[src/rtl/paddle_judge_pkg.sv]
// Shared types and default parameters for the paddle button judge.
package paddle_judge_pkg;

  typedef enum logic [1:0] {
    IDLE    = 2'd0,
    WINDOW  = 2'd1,
    SERVED  = 2'd2,
    LOCKOUT = 2'd3
  } paddle_state_e;

  localparam int unsigned DEBOUNCE_CYCLES_DEF = 4;
  localparam int unsigned LOCKOUT_CYCLES_DEF  = 8;
  localparam int unsigned CNT_W_DEF           = 4;

endpackage

[src/rtl/paddle_channel.sv]
// One paddle side: synchronise, debounce and edge-detect the button, then judge
// each press against the ball sitting on this side's end LED.
module paddle_channel
  import paddle_judge_pkg::*;
#(
  parameter int unsigned DEBOUNCE_CYCLES = DEBOUNCE_CYCLES_DEF,
  parameter int unsigned LOCKOUT_CYCLES  = LOCKOUT_CYCLES_DEF,
  parameter int unsigned CNT_W           = CNT_W_DEF
) (
  input  logic clk,
  input  logic reset,
  input  logic button_i,
  input  logic ball_at_i,
  output logic press_o,
  output logic hit_o,
  output logic miss_o
);

  logic             s1_q, s2_q;
  logic             deb_q, deb_dly_q;
  logic [CNT_W-1:0] deb_cnt_q;
  logic             press_q;
  logic             ball_dly_q;
  logic             ball_exit_c;
  paddle_state_e    state_q, state_d;
  logic [CNT_W-1:0] lock_cnt_q, lock_cnt_d;
  logic             hit_q, hit_d;
  logic             miss_q, miss_d;

  assign ball_exit_c = ball_dly_q & ~ball_at_i;

  // Input conditioning and all state registers.
  always_ff @(posedge clk) begin
    if (!reset) begin
      s1_q       <= 1'b0;
      s2_q       <= 1'b0;
      deb_q      <= 1'b0;
      deb_dly_q  <= 1'b0;
      deb_cnt_q  <= '0;
      press_q    <= 1'b0;
      ball_dly_q <= 1'b0;
      state_q    <= IDLE;
      lock_cnt_q <= '0;
      hit_q      <= 1'b0;
      miss_q     <= 1'b0;
    end else begin
      s1_q <= button_i;
      s2_q <= s1_q;
      if (s2_q == deb_q) begin
        deb_cnt_q <= '0;
      end else if (deb_cnt_q == CNT_W'(DEBOUNCE_CYCLES - 1)) begin
        deb_q     <= s2_q;
        deb_cnt_q <= '0;
      end else begin
        deb_cnt_q <= deb_cnt_q + CNT_W'(1);
      end
      deb_dly_q  <= deb_q;
      press_q    <= deb_q & ~deb_dly_q;
      ball_dly_q <= ball_at_i;
      state_q    <= state_d;
      lock_cnt_q <= lock_cnt_d;
      hit_q      <= hit_d;
      miss_q     <= miss_d;
    end
  end

  // Judge: at most one hit or miss per ball visit; early presses trigger a lockout.
  always_comb begin
    state_d    = state_q;
    lock_cnt_d = lock_cnt_q;
    hit_d      = 1'b0;
    miss_d     = 1'b0;
    case (state_q)
      IDLE: begin
        if (press_q && !ball_at_i) begin
          state_d    = LOCKOUT;
          lock_cnt_d = CNT_W'(LOCKOUT_CYCLES - 1);
        end else if (press_q) begin
          hit_d   = 1'b1;
          state_d = SERVED;
        end else if (ball_at_i) begin
          state_d = WINDOW;
        end
      end
      WINDOW: begin
        if (press_q) begin
          hit_d   = 1'b1;
          state_d = SERVED;
        end else if (ball_exit_c) begin
          miss_d  = 1'b1;
          state_d = IDLE;
        end
      end
      SERVED: begin
        if (!ball_at_i) begin
          state_d = IDLE;
        end
      end
      LOCKOUT: begin
        if (ball_exit_c) begin
          miss_d = 1'b1;
        end
        if (lock_cnt_q == '0) begin
          state_d = IDLE;
        end else begin
          lock_cnt_d = lock_cnt_q - CNT_W'(1);
        end
      end
      default: state_d = IDLE;
    endcase
  end

  assign press_o = press_q;
  assign hit_o   = hit_q;
  assign miss_o  = miss_q;

endmodule

[src/rtl/paddle_judge.sv]
// Two independent paddle channels (left and right) feeding the score controller.
module paddle_judge
  import paddle_judge_pkg::*;
#(
  parameter int unsigned DEBOUNCE_CYCLES = DEBOUNCE_CYCLES_DEF,
  parameter int unsigned LOCKOUT_CYCLES  = LOCKOUT_CYCLES_DEF,
  parameter int unsigned CNT_W           = CNT_W_DEF
) (
  input  logic clk,
  input  logic reset,
  input  logic button_L,
  input  logic button_R,
  input  logic ball_at_L,
  input  logic ball_at_R,
  output logic press_L,
  output logic press_R,
  output logic hit_L,
  output logic hit_R,
  output logic miss_L,
  output logic miss_R
);

  paddle_channel #(
    .DEBOUNCE_CYCLES(DEBOUNCE_CYCLES),
    .LOCKOUT_CYCLES (LOCKOUT_CYCLES),
    .CNT_W          (CNT_W)
  ) u_left (
    .clk      (clk),
    .reset    (reset),
    .button_i (button_L),
    .ball_at_i(ball_at_L),
    .press_o  (press_L),
    .hit_o    (hit_L),
    .miss_o   (miss_L)
  );

  paddle_channel #(
    .DEBOUNCE_CYCLES(DEBOUNCE_CYCLES),
    .LOCKOUT_CYCLES (LOCKOUT_CYCLES),
    .CNT_W          (CNT_W)
  ) u_right (
    .clk      (clk),
    .reset    (reset),
    .button_i (button_R),
    .ball_at_i(ball_at_R),
    .press_o  (press_R),
    .hit_o    (hit_R),
    .miss_o   (miss_R)
  );

endmodule

[config.mk]
export PLATFORM = sky130hd
export DESIGN_NAME = paddle_judge
export DESIGN_NICKNAME = d
export VERILOG_FILES = /design/src/rtl/paddle_judge_pkg.sv /design/src/rtl/paddle_channel.sv /design/src/rtl/paddle_judge.sv
export SDC_FILE = /design/constraint.sdc
export NUM_CORES = 1
export LEC_CHECK = 0
export ABC_AREA = 1
export CAP_MARGIN = 30
export CORE_MARGIN = 1.5
export CORE_UTILIZATION = 35
export CTS_CLUSTER_SIZE = 20
export DETAILED_ROUTE_END_ITERATION = 12
export PLACE_DENSITY = 0.5
export SLEW_MARGIN = 20
export SYNTH_ARGS = -nofsm -noshare
export SYNTH_HDL_FRONTEND = slang
export SYNTH_SLANG_ARGS = --single-unit
[constraint.sdc]
create_clock -name clk -period 1.51 [get_ports clk]
set_input_delay 0.302 -clock clk [delete_from_list [all_inputs] [get_ports clk]]
set_output_delay 0.302 -clock clk [all_outputs]
set_load 0.02 [all_outputs]
==> results.yml <==
placed_design:
  io_buffer_count: 11
  hpwlAfterDp_um: 2351
  gp_congestion: 0.8352
  place_area_um2: 1993
clock_network:
  tritoncts: "yes"
  h-tree-depth: 2
  cts-buffers-inserted: 5
  post_cts_buffers: 0
  insertion_delay_ns: 0.28
  ctsHoldBuffers: 0
  root_buffer: "clkbuf_8"
  path_clk_slew_ns: 0.07
  clk_path_buf_depth: 2
  cts_resized: 4
  cts_sinks: 36
logic_synthesis:
  syn_area_um2: 1759
  synth_cells: 235
  yosys_warnings: 0
  synth-seq-area-share_pct: 40.97
  syn_avg_cell_area_um2: 7.486
  ys_ff_latch: 36
  syn_nets: 257
  yosysUniqueCellTypes: 27
pwr:
  vdd_drop_max_mv: 0.6584
  p_clk_share_pct: 24.5
  seq_power_share_pct: 40.1
  intPower_uw: 1838
  powerDensity_nw_per_um2: 1359
  combPwrFrac_pct: 35.4
  switching_power_uw: 997.1
  swShare_pct: 35.18
  p_leak_uw: 0.001032
hold_path:
  worstHoldPathType: "reg2reg"
run_status:
  status: "finished, final reports clean"
timing:
  maxSlewHeadroom_pct: 84.63
  layout_min_cycle_time_ns: 1.377
  setup_viol: 0
  max_freq_mhz: 726.4
  timing.setup.tns_ns: 0
  fin_crit_sh_pct: 91.17
  fin_skew_ns: 0.001703
  worst_pin_slew_ns: 0.2285
  rsz0062_at_grt: "false"
  slew_violations: 0
  hold_viol: 0
setup_path:
  cp.arrival_ns: 1.60
  ff2ff_setup_slack_ns: 0.13
  critPathRequiredTime_ns: 1.73
  crit_start: "u_right.state_q[1]"
  reg2reg_from: "u_right.state_q[1]"
  criticalPathCategory: "reg2reg"
  crit_path_start_kind: "register"
  cp-end-kind: "register"
  cp-endpoint: "u_right.lock_cnt_q[3]"
  critPathMaxFanout: 5
  r2r_cells: 6
  reg2reg_to: "u_right.lock_cnt_q[3]"
final_layout:
  num-nets-final: 280
  final_area_um2: 2086
  utilization_pct: 43.58
  drive_above_1_share_pct: 11.58
  antenna_cells: 0
  area_growth_pct: 18.56
  regArea_um2: 720.7
  multi_input_comb_area_um2: 879.6
  nFillCells: 502
die:
  pin_count: 12
  start_util_pct: 36.76
  die_w_um: 73.90
  num_rows: 25
  core_area_um2: 4786
  dieArea_um2: 5460
  die_h_um: 73.90
global_routing:
  antenna_found_initial: 0
  grt_max_degree: 12
  grt_pass1_wl_um: 5554
  overflow: 0
  grt_use_total_pct: 13.35
  grt_pass1_vias: 1337
detailed_routing:
  via_count: 1430
  first_pass_iters: 4
  drtAntennaViolNets: 0
  via_per_inst: 4.387
  drc: 0
  wirelength_um: 3042
  post_drt_wl_per_cell_um: 9.331
  drt_iter0_drc: 51
job:
  cap_violations: 0
-- cells in the mapped netlist (all sizes together) --
cell type,number,share of area [%]
nand2,57,13
inv,39,8.3
dfxtp,36,41
nor2,27,6.2
ha,16,11
a21oi,15,4.9
nand3,15,4.6
o21ai,10,3.3
nand4,4,1.8
nor3,3,0.85
or2,3,1.1
buf,2,0.71
xor2,2,1.0
a211oi,1,0.43
a31oi,1,0.36
nand3b,1,0.43
nor4,1,0.36
o22ai,1,0.36
xnor2,1,0.50
-- critical path, stage by stage, from the launching register on --
cell      delay [ns]
dfxtp_1         0.40
inv_1           0.10
ha_1            0.33
nand3b_1        0.26
nand2_1         0.09
nand2_1         0.05
nor2_1          0.08
-- routing by layer --
layer / wire (um) / GRT usage [%] / up-vias / share of wire, %
met1: 1493 / 16.26 / 627 / 49
li1: - / - / 781 / -
met2: 1414 / 21.42 / 18 / 46
met4: 36 / 6.790 / 0 / 1.2
met3: 97 / 3.704 / 4 / 3.2
met5: 0 / 0 / - / 0
-- how the worst min path moves through the flow --
stage                 startpoint               to  slack [ns]  cells after the start
2_1_floorplan   u_left.deb_dly_q   u_left.press_o        0.37                      1
3_3_place_gp   u_right.deb_dly_q  u_right.press_o        0.37                      1
3_5_place_dp   u_right.deb_dly_q  u_right.press_o        0.38                      1
4_1_cts        u_right.deb_dly_q  u_right.press_o        0.39                      1
5_1_grt        u_right.deb_dly_q  u_right.press_o        0.40                      1
6_report       u_right.deb_dly_q  u_right.press_o        0.38                      1
-- sequential cells by signal, indices dropped and copies added (netlist names), 2 cells and up --
| signal | flops |
|---|---|
| u_left.state_q | 2 |
| u_right.state_q | 2 |
| u_left.deb_cnt_q | 4 |
| u_left.lock_cnt_q | 4 |
| u_right.lock_cnt_q | 4 |
| u_right.deb_cnt_q | 4 |
-- cells in the final DEF, fill, tap and decap left out, types with 4 or more instances in the layout --
| cell type | synthesis | layout |
|---|---|---|
| a21oi_1 | 14 | 14 |
| buf_4 | 1 | 7 |
| clkbuf_8 | 0 | 6 |
| clkdlybuf4s50_1 | 0 | 5 |
| dfxtp_1 | 36 | 36 |
| dlygate4sd2_1 | 0 | 4 |
| ha_1 | 16 | 16 |
| inv_1 | 36 | 36 |
| nand2_1 | 54 | 54 |
| nand3_1 | 14 | 14 |
| nor2_1 | 26 | 26 |
| o21ai_0 | 8 | 8 |
-- power by group through the flow --
stage	logic, uW	registers (uW)	clock network (uW)
after floorplan	786	1150	0
after CTS	1010	1140	730
after global routing	1160	1150	773
after global placement	1020	1160	0
after detailed placement	1010	1160	0
final	1000	1140	694
-- final cells by class --
type | count | share of cell area (%)
inverters | 39 | 7.019
multi-input cells | 158 | 42.17
flip-flops and latches | 36 | 34.55
clock inverters | 2 | 0.4799
well taps | 67 | 4.019
repair buffers | 18 | 7.798
clock buffers | 6 | 3.959
-- through the flow --
step	hold WS (ns)	total power [uW]	std cells	setup WS (ns)
floorplan	0.3681	1940	235	0.2198
global placement	0.3741	2172	318	-0.03812
detailed placement	0.3780	2168	318	-0.04509
CTS	0.3867	2878	326	0.01108
global route	0.4040	3088	326	0.01591
finish	0.3825	2835	326	0.1334
-- logic make-up (layout without fill, tap and decap cells) --
family	after synthesis	count (layout)	share of synthesized area, %
buf+inv	41	65	9.033
flops	36	36	40.97
fa+ha+maj	16	16	11.38
compound gates	28	28	9.319
simple gates	111	111	27.81
xor+xnor	3	3	1.494
Note: power is estimated with default switching activity, not from simulation.
